===== config.mk =====
export PLATFORM = sky130hd
export DESIGN_NAME = instr_fetch
export DESIGN_NICKNAME = d
export VERILOG_FILES = /design/src/rtl/instr_fetch.sv
export SDC_FILE = /design/constraint.sdc
export NUM_CORES = 1
export LEC_CHECK = 0
export BUFFER_PORTS_ARGS = -buffer_cell sky130_fd_sc_hd__buf_2
export CAP_MARGIN = 10
export CORE_ASPECT_RATIO = 0.7
export CORE_MARGIN = 3
export CORE_UTILIZATION = 49
export CTS_BUF_LIST = sky130_fd_sc_hd__clkbuf_4
export DETAILED_ROUTE_END_ITERATION = 10
export HOLD_SLACK_MARGIN = 0.06
export MAX_ROUTING_LAYER = met4
export PLACE_DENSITY = 0.86
export SLEW_MARGIN = 20
export SYNTH_ARGS = -nofsm -noshare
export SYNTH_HDL_FRONTEND = slang
export SYNTH_SLANG_ARGS = --single-unit

===== constraint.sdc =====
create_clock -name clk -period 2.7 [get_ports clk]
set_input_delay 0 -clock clk [delete_from_list [all_inputs] [get_ports clk]]
set_output_delay 0 -clock clk [all_outputs]
set_load 0.1 [all_outputs]

===== src/rtl/instr_fetch.sv =====
// Instruction-fetch stage of the RISC CPU, directly upstream of the Controller.
//
// Holds the program counter and fetches one instruction per step over a req/ack
// handshake. The fetched word goes into an instruction register whose opcode is
// presented to the Controller. The stage then waits for pc_write and resolves
// branch/branch_not against the ALU zero flag to select the next pc.
//
// Ports:
//   clk, rst        - clock, synchronous active-high reset
//   imem_req        - fetch request (combinational, high only while fetching)
//   imem_addr       - fetch address, always equal to pc (combinational)
//   imem_rdata      - fetched word, valid when imem_ack=1
//   imem_ack        - memory response, may arrive in the request cycle
//   pc_write        - Controller commit of the current instruction
//   branch          - branch taken when zero=1
//   branch_not      - branch taken when zero=0 (both high: unconditional jump)
//   zero            - ALU zero flag for the current instruction
//   branch_target   - branch destination from the datapath
//   pc              - address of the instruction held in instr
//   instr, opcode   - instruction register and its top 4 bits
//   instr_valid     - instr/opcode valid for the Controller
//   halted          - halt opcode fetched, fetching stopped until reset
module instr_fetch #(
  parameter int unsigned         PC_WIDTH    = 8,
  parameter int unsigned         INSTR_WIDTH = 16,
  parameter logic [PC_WIDTH-1:0] RESET_PC    = '0,
  parameter logic [3:0]          HALT_OPCODE = 4'hF
) (
  input  logic                   clk,
  input  logic                   rst,
  output logic                   imem_req,
  output logic [PC_WIDTH-1:0]    imem_addr,
  input  logic [INSTR_WIDTH-1:0] imem_rdata,
  input  logic                   imem_ack,
  input  logic                   pc_write,
  input  logic                   branch,
  input  logic                   branch_not,
  input  logic                   zero,
  input  logic [PC_WIDTH-1:0]    branch_target,
  output logic [PC_WIDTH-1:0]    pc,
  output logic [INSTR_WIDTH-1:0] instr,
  output logic [3:0]             opcode,
  output logic                   instr_valid,
  output logic                   halted
);

  typedef enum logic [1:0] {StIdle, StFetch, StIssue, StHalt} state_e;

  state_e              state_q;
  logic                taken;
  logic [PC_WIDTH-1:0] next_pc;
  logic [3:0]          fetched_op;

  always_comb begin
    taken      = (branch & zero) | (branch_not & ~zero);
    // pc + 1 wraps naturally at the PC_WIDTH boundary
    next_pc    = taken ? branch_target : pc + PC_WIDTH'(1);
    fetched_op = imem_rdata[INSTR_WIDTH-1 -: 4];
  end

  assign imem_req  = (state_q == StFetch);
  assign imem_addr = pc;

  always_ff @(posedge clk) begin
    if (rst) begin
      state_q     <= StIdle;
      pc          <= RESET_PC;
      instr       <= '0;
      opcode      <= '0;
      instr_valid <= 1'b0;
      halted      <= 1'b0;
    end else begin
      unique case (state_q)
        StIdle: begin
          state_q <= StFetch;
        end
        StFetch: begin
          if (imem_ack) begin
            instr  <= imem_rdata;
            opcode <= fetched_op;
            if (fetched_op == HALT_OPCODE) begin
              state_q <= StHalt;
              halted  <= 1'b1;
            end else begin
              state_q     <= StIssue;
              instr_valid <= 1'b1;
            end
          end
        end
        StIssue: begin
          // pc only moves on the exit edge so the opcode is stable through issue
          if (pc_write) begin
            pc          <= next_pc;
            instr_valid <= 1'b0;
            state_q     <= StFetch;
          end
        end
        StHalt: begin
          state_q <= StHalt;
        end
        default: begin
          state_q <= StIdle;
        end
      endcase
    end
  end

endmodule


# [Word-level counts from Yosys, hierarchy flattened]
# Cells that the tools add are included.
[classes] n_mux=9 bitwise=4 n_eq_ne=7 n_reduce_logical=7 n_addsub=1
[op_table] operator="8-bit by 1-bit adder with 8-bit output, second input constant" n=1
[op_table] operator="8-bit 2-to-1 mux" n=1
[op_table] operator="2-bit case mux with 4 select lines" n=1
[op_table] operator="2-bit AND reduction" n=3
[op_table] operator="2-bit equality test, second input constant" n=2
[op_table] operator="4-bit equality test, second input constant" n=1
[op_table] operator="1-bit 2-to-1 mux" n=4
[op_table] operator="2-bit 2-to-1 mux" n=2
[op_table] operator="2-bit != test, second input constant" n=2
[op_table] operator="4-bit AND reduction" n=1
[op_table] operator="3-bit AND reduction" n=1
[op_table] operator="1-bit bitwise AND" n=2
[op_table] operator="2-bit by 1-bit equality test with 1-bit output, second input constant" n=1
[op_table] operator="2-bit zero test" n=1
[op_table] operator="2-bit by 1-bit != test with 1-bit output, second input constant" n=1
[op_table] operator="1-bit case mux with 2 select lines" n=1
[op_table] operator="2-bit nonzero test" n=1
[op_table] operator="1-bit NOT" n=1
[op_table] operator="1-bit bitwise OR" n=1
[word_totals] output_inout_bits=39 word_cells=34 inputBits=31 regBits=32

# [Logic depth before layout (Yosys ltp)]
# Gate-level depths: netlist of run 1.
[logic_depth] word_depth=4 mapped_depth=5 mapped_depth_nobuf=5

# [Worst setup path after synthesis of run 1]
# OpenSTA, ideal clock, no wires.
[synth_path] path_kind="register to register" from="reg pc[0], in the netlist imem_addr[0]" to="reg pc[6], in the netlist imem_addr[6]" arrival_ns=1.871 setup_time_ns=0.070 required_time_ns=2.630 path_stages_with_launch=6 setup_slack_ns=0.759 n_path_buf=0 period_less_slack_ns=1.941 cell_sequence="dfxtp_1 > ha_1 > nand3_1 > nor4_2 > a21oi_1 > o21ai_1"
[synth_between] elab_chain_len=2
[synth_lines] item="start, declared" line_no="40" source="output logic [PC_WIDTH-1:0] pc,"
[synth_lines] item="start signal, assigned" line_no="93" source="pc <= next_pc;"
[synth_lines] item="8-bit by 1-bit adder with 8-bit output" line_no="57" source="next_pc = taken ? branch_target : pc + PC_WIDTH'(1);"
[synth_lines] item="8-bit 2-to-1 mux" line_no="57"
# Every way passes these cells.
# A chain may end at the register's enable or synchronous reset.

# [Final worst setup path of run 1]
[layout_path] from="reg state_q[0]" to="reg instr[11]"
[layout_between] elab_chain_len=2
[layout_lines] item="start, declared" line_no="49" source="state_e state_q;"
[layout_lines] item="start signal, assigned" line_no="66" source="state_q <= StIdle;"
[layout_lines] item="start signal, assigned" line_no="75" source="state_q <= StFetch;"
[layout_lines] item="start signal, assigned" line_no="82" source="state_q <= StHalt;"
[layout_lines] item="2-bit by 1-bit equality test with 1-bit output" line_no="73" source="unique case (state_q)"
[layout_lines] item="2-bit AND reduction (no line)"
[layout_lines] item="end signal, assigned" line_no="79" source="instr <= imem_rdata;"
[layout_lines] item="end, declared" line_no="41" source="output logic [INSTR_WIDTH-1:0] instr,"
# Every way passes these cells.

==> impl_metrics.json, run 1 <==
{
  "outcome": "completed",
  "synth_cell_type_count": 34,
  "max_slew_margin": 0.5300,
  "regToRegStartpoint": "state_q[0]$_SDFFE_PP0P_",
  "synth_commonest_cells": "36 x sky130_fd_sc_hd__nand2_1, 28 x sky130_fd_sc_hd__dfxtp_1, 22 x sky130_fd_sc_hd__a21oi_1",
  "critical-path-max-stage-delay_ns": 0.62,
  "clk_latency_ns": 0.33,
  "stdcell_count": 273,
  "holdBufCountCts": 26,
  "track_usage": 0.2043,
  "fin_ws_ns": 1.220,
  "antenna_fix_cells": 0,
  "row_count": 15,
  "timing.setup.critical_path_class": "reg -> reg",
  "cts-root-buf": "sky130_fd_sc_hd__clkbuf_4",
  "post_drt_wl_per_cell_microns": 12.38,
  "route.detailed.vias_per_inst": 5.022,
  "cts_post_setup_buffers_inserted": 0,
  "area_delta_synth_final_pct": 40.13,
  "synth_top_cell_area_share": 0.4250,
  "route.final.wire_length_microns": 3380,
  "fin_hold_ws_ns": 0.07538,
  "route.antenna.remaining_nets": 0,
  "placement.io_buffers": 69,
  "yosysTopAreaCell": "sky130_fd_sc_hd__dfxtp_1",
  "yosysWarnings": 0,
  "power.static_leakage_nw": 0.8553,
  "critPathArrivalTime_ns": 1.75,
  "timing.final.crit_share": 0.5482,
  "drc": 0,
  "dpl.cell_count": 243,
  "first_global_vias": 1163,
  "holdPathEnd": "instr[15]$_SDFFE_PP0P_",
  "cts_htree_levels": 1,
  "buf_inv_on_cp": 1,
  "timing.critical_path.max_delay_family": "simple AND/OR/NAND/NOR gates",
  "cts_sinks": 28,
  "ys_ff_latch": 28,
  "crit_path_top_delay_cell": "sky130_fd_sc_hd__nor3b_4",
  "grt_max_degree": 22,
  "worstSetupStartpoint": "state_q[0]$_SDFFE_PP0P_",
  "dieArea_sq_um": 3360,
  "reg2reg_slack_ns": 1.22,
  "max_clock_freq_ghz": 0.6757,
  "num-nets-final": 272,
  "fraction_of_layout_instances_using_a_drive_strength_above_1": 0.3473,
  "antenna_violations_before_repair": 0,
  "worst_clock_skew_ns": 0.009708,
  "cts-buffers-inserted": 3,
  "drv.max_cap_violation_count": 0,
  "hold_viol": 0,
  "synth.area.top_cells": "sky130_fd_sc_hd__dfxtp_1 43%, sky130_fd_sc_hd__nand2_1 10%, sky130_fd_sc_hd__a21oi_1 8.3%, sky130_fd_sc_hd__buf_4 7.4%, sky130_fd_sc_hd__o21ai_0 3.4%",
  "r2r_worst_path_depth": 4,
  "worst_setup_path_start_kind": "register",
  "num_vias": 1371,
  "layout.filler_cells": 202,
  "timing.critical_path.to_type": "register",
  "fin_tns_setup_ns": 0,
  "timing.rr.end": "instr[11]$_SDFFE_PP0P_",
  "layout_cell_area_excl_fill_sq_um": 1848,
  "synthMostInstantiatedCell": "sky130_fd_sc_hd__nand2_1",
  "synth_edf_count": 0,
  "timing.critical_path.required_ns": 2.97,
  "num_io_pins": 70,
  "globalRouteOverflowTotal": 0,
  "floorplan.initialDensity": 0.5244,
  "dr.pass1.iters": 4,
  "fp.coreArea_sq_um": 2515,
  "dieHeight_microns": 49.41,
  "min_period_ns": 1.480,
  "worst_setup_hold_path_clk_slew_ns": 0.15,
  "tightestPinTransition_ns": 0.7018,
  "post-place-ws_ns": 1.244,
  "grt_setup_unrepaired": "no",
  "detailedPlacementHpwl_microns": 2216,
  "mappedNetlistNets": 191,
  "setup_viol_count_final": 0,
  "synthesis.instances": 159,
  "chipWidth_microns": 68.01,
  "synth-main-ff-cell": "sky130_fd_sc_hd__dfxtp_1",
  "grt_pass1_wl_microns": 5181,
  "cts_resized": 0,
  "drt_iter0_drc": 39,
  "placed_cell_area_sq_um": 1562,
  "max-clock-path-buffers": 2,
  "synth.cell_area_sq_um": 1319,
  "synthesis.area_per_instance_sq_um": 8.294,
  "cp_max_fo": 17,
  "report.final.slew_viol_count": 0,
  "ys_async_sr_fraction": 0,
  "synth-seq-area-share": 0.4250,
  "power_density_nw_per_um2": 490.8,
  "tritoncts": "built",
  "crit_chain": "inv_2 -> nor3b_4 -> nand2_1 -> a21oi_1",
  "place.gp.congestion": 0.7519,
  "hold_start": "rst",
  "min_path_cells": 2,
  "path_class_of_the_lowest_slack_min_delay_path": "in -> reg",
  "peak_ir_drop_on_the_vdd_network_v": 0.0004200
}
worst max-delay path by stage:
stage                                endpoint  slack [ns]  cells after the start
floorplan           imem_addr[6]$_SDFFE_PP0P_        0.76                      5
global placement       instr[14]$_SDFFE_PP0P_        1.34                      4
detailed placement     instr[11]$_SDFFE_PP0P_        1.24                      4
CTS                    instr[11]$_SDFFE_PP0P_        1.23                      4
global route           instr[13]$_SDFFE_PP0P_        1.06                      4
finish                 instr[11]$_SDFFE_PP0P_        1.22                      4
per-layer routing:
layer | vias to the layer above | part of all wire | global-route usage
met1 | 620 | 0.47 | 0.2585
met2 | 46 | 0.47 | 0.3312
met3 | 2 | 0.055 | 0.04378
met4 | 0 | 0.0062 | 0.04620
li1 | 703 | - | -
met5 | - | 0 | -
layout by cell type (no fill, tap or decap), drive strengths merged, types with 2 or more instances in the layout:
cell type / instances
dlygate4sd3: 26
a21oi: 26
nand3: 2
dfxtp: 28
and3: 2
nor3b: 2
o21ai: 11
nor2: 5
clkbuf: 3
nor3: 5
inv: 4
o22ai: 2
buf: 69
a311oi: 2
nand2: 36
nor4: 3
cell type report:
class	count	area, sq um	area share
Tap cell	34	42.54	0.02302
Multi-Input combinational cell	108	598.1	0.3236
Timing Repair Buffer	95	605.6	0.3277
Clock inverter	1	3.754	0.002031
Inverter	4	15.01	0.008125
Sequential cell	28	560.5	0.3033
Clock buffer	3	22.52	0.01219
flip-flops by register name, indices dropped and copies added, names as in the netlist:
name and flops:
instr 16, instr_valid 1, imem_addr 8, state_q 2, halted 1
stage by stage:
stage | util | total power (W)
3_5_place_dp | 0.6209 | 0.0007127
5_1_grt | 0.7348 | 0.0009395
6_report | 0.7348 | 0.0009069
4_1_cts | 0.7348 | 0.0009071
3_3_place_gp | 0.6209 | 0.0007102
2_1_floorplan | - | 0.0006717
cells by family after synthesis:
kind of cell | after synthesis | share of synthesized area
AOI/OAI and AO/OA | 44 | 0.1917
adders and majority gates | 1 | 0.009486
buffers and inverters | 23 | 0.1214
DFF | 28 | 0.4250
muxes | 2 | 0.01897
and+or+nand+nor | 61 | 0.2334
report_power, final:
group	internal [W]	total [W]	switching (W)
Sequential	0.000430	0.000444	0.0000137
Combinational	0.0000768	0.000291	0.000214
Clock	0.0000542	0.000172	0.000118
Power figures use the tool's default switching activity.
==> run 2: changes to the inputs <==
- CORE_UTILIZATION: 49 -> 46
- PLACE_DENSITY: 0.86 -> 0.82
- clock period: 2.7 -> 1.4 ns (I/O delays scaled with it)
==> impl_metrics.json, run 2 (synthesis results as in run 1) <==
{
  "outcome": "completed",
  "timing.critical_path.to_type": "register",
  "wl_met3_microns": 209,
  "track_usage": 0.2127,
  "cts-buffers-inserted": 3,
  "chipWidth_microns": 70.00,
  "largest_register_ff_count": 16,
  "fp.coreArea_sq_um": 2590,
  "antenna_violations_before_repair": 0,
  "area_delta_synth_final_pct": 50.19,
  "critPathMostFrequentCell": "sky130_fd_sc_hd__o21ai_0",
  "cts_post_setup_buffers_inserted": 0,
  "num_io_pins": 70,
  "drt-met1-wl_microns": 1560,
  "drv.max_cap_violation_count": 0,
  "critPathArrivalTime_ns": 1.64,
  "first_global_vias": 1283,
  "critical-path-max-stage-delay_ns": 0.55,
  "placement.io_buffers": 69,
  "row_count": 15,
  "most_common_cell_after_layout_fill_and_taps_aside": "sky130_fd_sc_hd__buf_2",
  "crit_path_top_delay_cell": "sky130_fd_sc_hd__dlygate4sd3_1",
  "cts_sinks": 28,
  "max_clock_freq_ghz": 0.7160,
  "dieHeight_microns": 50.80,
  "clk_latency_ns": 0.33,
  "power.static_leakage_nw": 0.9010,
  "dr.pass1.iters": 4,
  "drt_iter0_drc": 100,
  "max-clock-path-buffers": 2,
  "detailedPlacementHpwl_microns": 2344,
  "timing.critical_path.required_ns": 1.65,
  "power_density_nw_per_um2": 989.9,
  "max_slew_margin": 0.6699,
  "worst_setup_path_start_kind": "input port",
  "post_drt_wl_per_cell_microns": 13.42,
  "top_signal_layer_used": "met4",
  "fin_ws_ns": 0.003423,
  "stdcell_count": 279,
  "route.final.wire_length_microns": 3743,
  "worst_setup_hold_path_clk_slew_ns": 0.14,
  "dpl.cell_count": 248,
  "tightestPinTransition_ns": 0.4986,
  "hold_viol": 0,
  "path_class_of_the_lowest_slack_min_delay_path": "in -> reg",
  "cp_max_fo": 11,
  "cts-root-buf": "sky130_fd_sc_hd__clkbuf_4",
  "min_period_ns": 1.397,
  "post-place-ws_ns": -0.07073,
  "num-nets-final": 278,
  "fraction_of_layout_instances_using_a_drive_strength_above_1": 0.4163,
  "antenna_fix_cells": 0,
  "grt_pass1_wl_microns": 5892,
  "route.antenna.remaining_nets": 0,
  "globalRouteOverflowTotal": 0,
  "drc": 0,
  "crit_chain": "dlygate4sd3_1 -> buf_2 -> nand4bb_4 -> a311oi_1 -> o21ai_0 -> o21ai_0",
  "route.detailed.vias_per_inst": 5.140,
  "dieArea_sq_um": 3555,
  "cts_htree_levels": 1,
  "largest_register": "instr",
  "timing.final.crit_share": 0.9976,
  "setup_viol_count_final": 0,
  "report.final.slew_viol_count": 0,
  "peak_ir_drop_on_the_vdd_network_v": 0.0005890,
  "timing.setup.critical_path_class": "in -> reg",
  "place.gp.congestion": 0.7816,
  "num_vias": 1434,
  "tritoncts": "built",
  "wl_met2_microns": 1949,
  "floorplan.initialDensity": 0.5092,
  "grt_max_degree": 21,
  "worst_clock_skew_ns": 0.002984,
  "layout_common_cells": "68 x sky130_fd_sc_hd__buf_2, 36 x sky130_fd_sc_hd__nand2_1, 27 x sky130_fd_sc_hd__dlygate4sd3_1, 22 x sky130_fd_sc_hd__a21oi_1, 18 x sky130_fd_sc_hd__dfxtp_1"
}
## run 2: changes by cell type in the layout (fill, tap and decap cells not counted), sizes merged
| cell | delta |
|---|---|
| clkinv | -1 |
| dlygate4sd3 | +1 |
| bufinv | +1 |
| buf | +5 |
## run 2: report_power, final
group	internal [W]	switching, W
logic	0.000166	0.000420
clock network	0.000290	0.000235
registers	0.000820	0.0000297
## run 2: per-layer routing
layer | GRT usage | vias to the layer above
met5 | - | -
met4 | 0.06051 | 0
met2 | 0.3589 | 50
met1 | 0.2515 | 665
li1 | - | 715
met3 | 0.05800 | 4
## run 2: final timing paths
| check | startpoint | to | slack, ns | depth (start not counted) |
|---|---|---|---|---|
| worst max-delay path | rst | imem_addr[5]$_SDFFE_PP0P_ | 0.003 | 6 |
| worst min register to register | instr[6]$_SDFFE_PP0P_ | instr[6]$_SDFFE_PP0P_ | 0.46 | 2 |
| worst min-delay path | branch | imem_addr[7]$_SDFFE_PP0P_ | 0.25 | 4 |
| worst max register to register | state_q[1]$_SDFFE_PP0P_ | imem_addr[5]$_SDFFE_PP0P_ | 0.06 | 4 |
## run 2: repair_timing
action	in CTS	in global routing
cloned	0	0
pin swaps	0	1
hold buffers	27	0
endpoints found under the hold margin	25	0
resized for setup	2	5
endpoints found under the setup margin	8	7
## run 2: stage by stage
stage	instance area, sq um	TNS (ns)	power [W]	util	hold slack (ns)
4_1_cts	1961	0	0.001948	0.7570	0.2489
2_1_floorplan	1349	0	0.001286	-	0.1360
3_5_place_dp	1629	-0.1523	0.001376	0.6290	0.2450
3_3_place_gp	1629	0	0.001372	0.6290	0.2452
5_1_grt	1981	-0.07460	0.002039	0.7647	0.2906
6_report	1981	0	0.001961	0.7647	0.2536
## run 2: worst max-delay path: cells and delay by family
| family | cells | cell delay [ns] |
|---|---|---|
| buffers and inverters | 2 | 0.75 |
| AO/OA/AOI/OAI | 3 | 0.56 |
| AND/OR/NAND/NOR | 1 | 0.33 |
## run 2: cell type report
type,instances,area [sq um]
multi-input combinational,108,620.6
inverter,4,15.01
tap,34,42.54
fill,188,609.3
clock buffer,3,22.52
timing repair buffer,101,659.4
clock inverter,1,30.03
sequential,28,590.6
==> run 3: changes to the inputs <==
- CORE_ASPECT_RATIO: 0.7 -> 0.6
- CORE_UTILIZATION: 46 -> 44
- CTS_BUF_LIST: sky130_fd_sc_hd__clkbuf_4 -> not set
- PLACE_DENSITY: 0.82 -> 0.79
==> impl_metrics.json, run 3 (synthesis results as in run 1) <==
{
  "outcome": "completed",
  "first_global_vias": 1226,
  "route.final.wire_length_microns": 3666,
  "grt_max_degree": 21,
  "max_slew_margin": 0.6732,
  "dieHeight_microns": 48.41,
  "report.final.slew_viol_count": 0,
  "drt_iter0_drc": 42,
  "reg2reg_slack_ns": 0.12,
  "ff_latch_area_sq_um": 589.3,
  "critPathArrivalTime_ns": 1.49,
  "area_delta_synth_final_pct": 50.66,
  "cts_sinks": 28,
  "peak_ir_drop_on_the_vdd_network_v": 0.0006634,
  "setup_viol_count_final": 0,
  "drv.max_cap_violation_count": 0,
  "placed_cell_area_sq_um": 1644,
  "route.antenna.remaining_nets": 0,
  "num-nets-final": 278,
  "floorplan.initialDensity": 0.4921,
  "worst_setup_path_start_kind": "register",
  "finalPower_w": 0.001920,
  "fraction_of_layout_instances_using_a_drive_strength_above_1": 0.4163,
  "globalRouteOverflowTotal": 0,
  "detailedPlacementHpwl_microns": 2363,
  "worst_setup_hold_path_clk_slew_ns": 0.09,
  "area_of_combinational_cells_with_multiple_inputs_sq_um": 624.3,
  "timing.rr.end": "imem_addr[6]$_SDFFE_PP0P_",
  "timing.critical_path.to_type": "register",
  "layout_cell_area_excl_fill_sq_um": 1987,
  "fin_hold_ws_ns": 0.1012,
  "drt-met1-wl_microns": 1617,
  "power.static_leakage_nw": 0.9055,
  "timing.final.crit_share": 0.9165,
  "clk_latency_ns": 0.27,
  "cp_max_fo": 7,
  "num_io_pins": 70,
  "tightestPinTransition_ns": 0.4936,
  "wl_met3_microns": 169,
  "grt_pass1_wl_microns": 5913,
  "critical-path-max-stage-delay_ns": 0.37,
  "cts_htree_levels": 1,
  "drc": 0,
  "top_signal_layer_used": "met4",
  "min_period_ns": 1.283,
  "holdPathEnd": "state_q[1]$_SDFFE_PP0P_",
  "layout.filler_cells": 221,
  "place.gp.congestion": 0.8136,
  "tritoncts": "built",
  "r2r_worst_path_depth": 5,
  "dr.pass1.iters": 4,
  "hold_start": "imem_ack",
  "antenna_fix_cells": 0,
  "antenna_violations_before_repair": 0,
  "layout_common_cells": "68 x sky130_fd_sc_hd__buf_2, 36 x sky130_fd_sc_hd__nand2_1, 26 x sky130_fd_sc_hd__dlygate4sd3_1, 22 x sky130_fd_sc_hd__a21oi_1, 19 x sky130_fd_sc_hd__dfxtp_1",
  "num_vias": 1404,
  "max-clock-path-buffers": 2,
  "post-place-ws_ns": 0.004581,
  "timing.setup.critical_path_class": "reg -> reg",
  "final_core_utilization": 0.7414,
  "timing.critical_path.max_delay_family": "compound AO/OA/AOI/OAI gates",
  "min_path_cells": 3,
  "route.detailed.vias_per_inst": 4.926,
  "largest_register_ff_count": 16,
  "fp.coreArea_sq_um": 2680,
  "cts-buffers-inserted": 3,
  "path_class_of_the_lowest_slack_min_delay_path": "in -> reg",
  "chipWidth_microns": 76.68,
  "worst_clock_skew_ns": 0.003307,
  "power_density_nw_per_um2": 966.6,
  "largest_register": "instr",
  "crit_path_top_delay_cell": "sky130_fd_sc_hd__dfxtp_4",
  "buf_inv_on_cp": 0,
  "fin_ws_ns": 0.1169,
  "hold_viol": 0,
  "wl_met2_microns": 1818,
  "max_clock_freq_ghz": 0.7794,
  "most_common_cell_after_layout_fill_and_taps_aside": "sky130_fd_sc_hd__buf_2",
  "post_drt_wl_per_cell_microns": 12.86,
  "dieArea_sq_um": 3711,
  "timing.critical_path.required_ns": 1.60,
  "placement.io_buffers": 69,
  "row_count": 14,
  "cts-root-buf": "sky130_fd_sc_hd__clkbuf_8",
  "regToRegStartpoint": "imem_addr[0]$_SDFFE_PP0P_",
  "track_usage": 0.2016,
  "crit_chain": "ha_1 -> and3_1 -> a311oi_2 -> o21ai_0 -> o21ai_1"
}
run 3: cell count changes in the layout (fill, tap and decap cells not counted):
cell	change
sky130_fd_sc_hd__a311oi_1	-1
sky130_fd_sc_hd__a311oi_2	+1
sky130_fd_sc_hd__buf_4	+2
sky130_fd_sc_hd__buf_6	-1
sky130_fd_sc_hd__bufinv_16	-1
sky130_fd_sc_hd__clkbuf_4	-3
sky130_fd_sc_hd__clkbuf_8	+4
sky130_fd_sc_hd__dfxtp_1	+1
sky130_fd_sc_hd__dfxtp_2	-1
sky130_fd_sc_hd__dlygate4sd3_1	-1
sky130_fd_sc_hd__ha_1	+1
sky130_fd_sc_hd__ha_2	-1
run 3: worst reg2reg max path, cell delays in order, from the launching register on:
cell and delay [ns]:
sky130_fd_sc_hd__dfxtp_4 0.37, sky130_fd_sc_hd__ha_1 0.24, sky130_fd_sc_hd__and3_1 0.20, sky130_fd_sc_hd__a311oi_2 0.24
sky130_fd_sc_hd__o21ai_0 0.10, sky130_fd_sc_hd__o21ai_1 0.08
run 3: worst max-delay path by stage:
stage	startpoint	end	slack, ns	depth (start not counted)
6_report	imem_addr[0]$_SDFFE_PP0P_	imem_addr[6]$_SDFFE_PP0P_	0.12	5
5_1_grt	state_q[0]$_SDFFE_PP0P_	instr[2]$_SDFFE_PP0P_	-0.02	6
4_1_cts	state_q[0]$_SDFFE_PP0P_	imem_addr[5]$_SDFFE_PP0P_	0.04	4
3_5_place_dp	state_q[0]$_SDFFE_PP0P_	imem_addr[5]$_SDFFE_PP0P_	0.005	4
3_3_place_gp	state_q[0]$_SDFFE_PP0P_	imem_addr[6]$_SDFFE_PP0P_	0.09	4
2_1_floorplan	instr[12]$_SDFFE_PP0P_	opcode[0]	0.03	1
run 3: timing repair:
item | 4_1_cts | 5_1_grt
setup buffers | 0 | 0
cloned | 0 | 0
setup endpoints to repair | 2 | 9
hold buffers | 26 | 0
gates resized for setup | 2 | 3
endpoints found under the hold margin | 24 | 0
run 3: layout make-up:
type,instances,share of cell area
multi-input combinational,108,0.3142
timing repair buffer,101,0.3287
clock buffer,4,0.02771
tap,40,0.02519
sequential,28,0.2966
inverter,4,0.007557
run 3: per-stage QoR:
stage	TNS, ns	instances
3_3_place_gp	0	255
2_1_floorplan	0	159
6_report	0	285
4_1_cts	0	285
3_5_place_dp	0	255
5_1_grt	-0.02090	285
run 3: routing by layer:
metal / GRT usage / vias up
li1: - / 713
met1: 0.2457 / 647
met2: 0.3280 / 38
met3: 0.05556 / 6
met4: 0.06024 / 0
met5: - / -
run 3: power breakdown:
part           leakage, nW  total, W  switching (W)  internal, W
clock               0.0288  0.000488       0.000237     0.000251
sequential           0.234  0.000845      0.0000266     0.000818
combinational        0.643  0.000587       0.000421     0.000166
total                0.905   0.00192       0.000685      0.00124
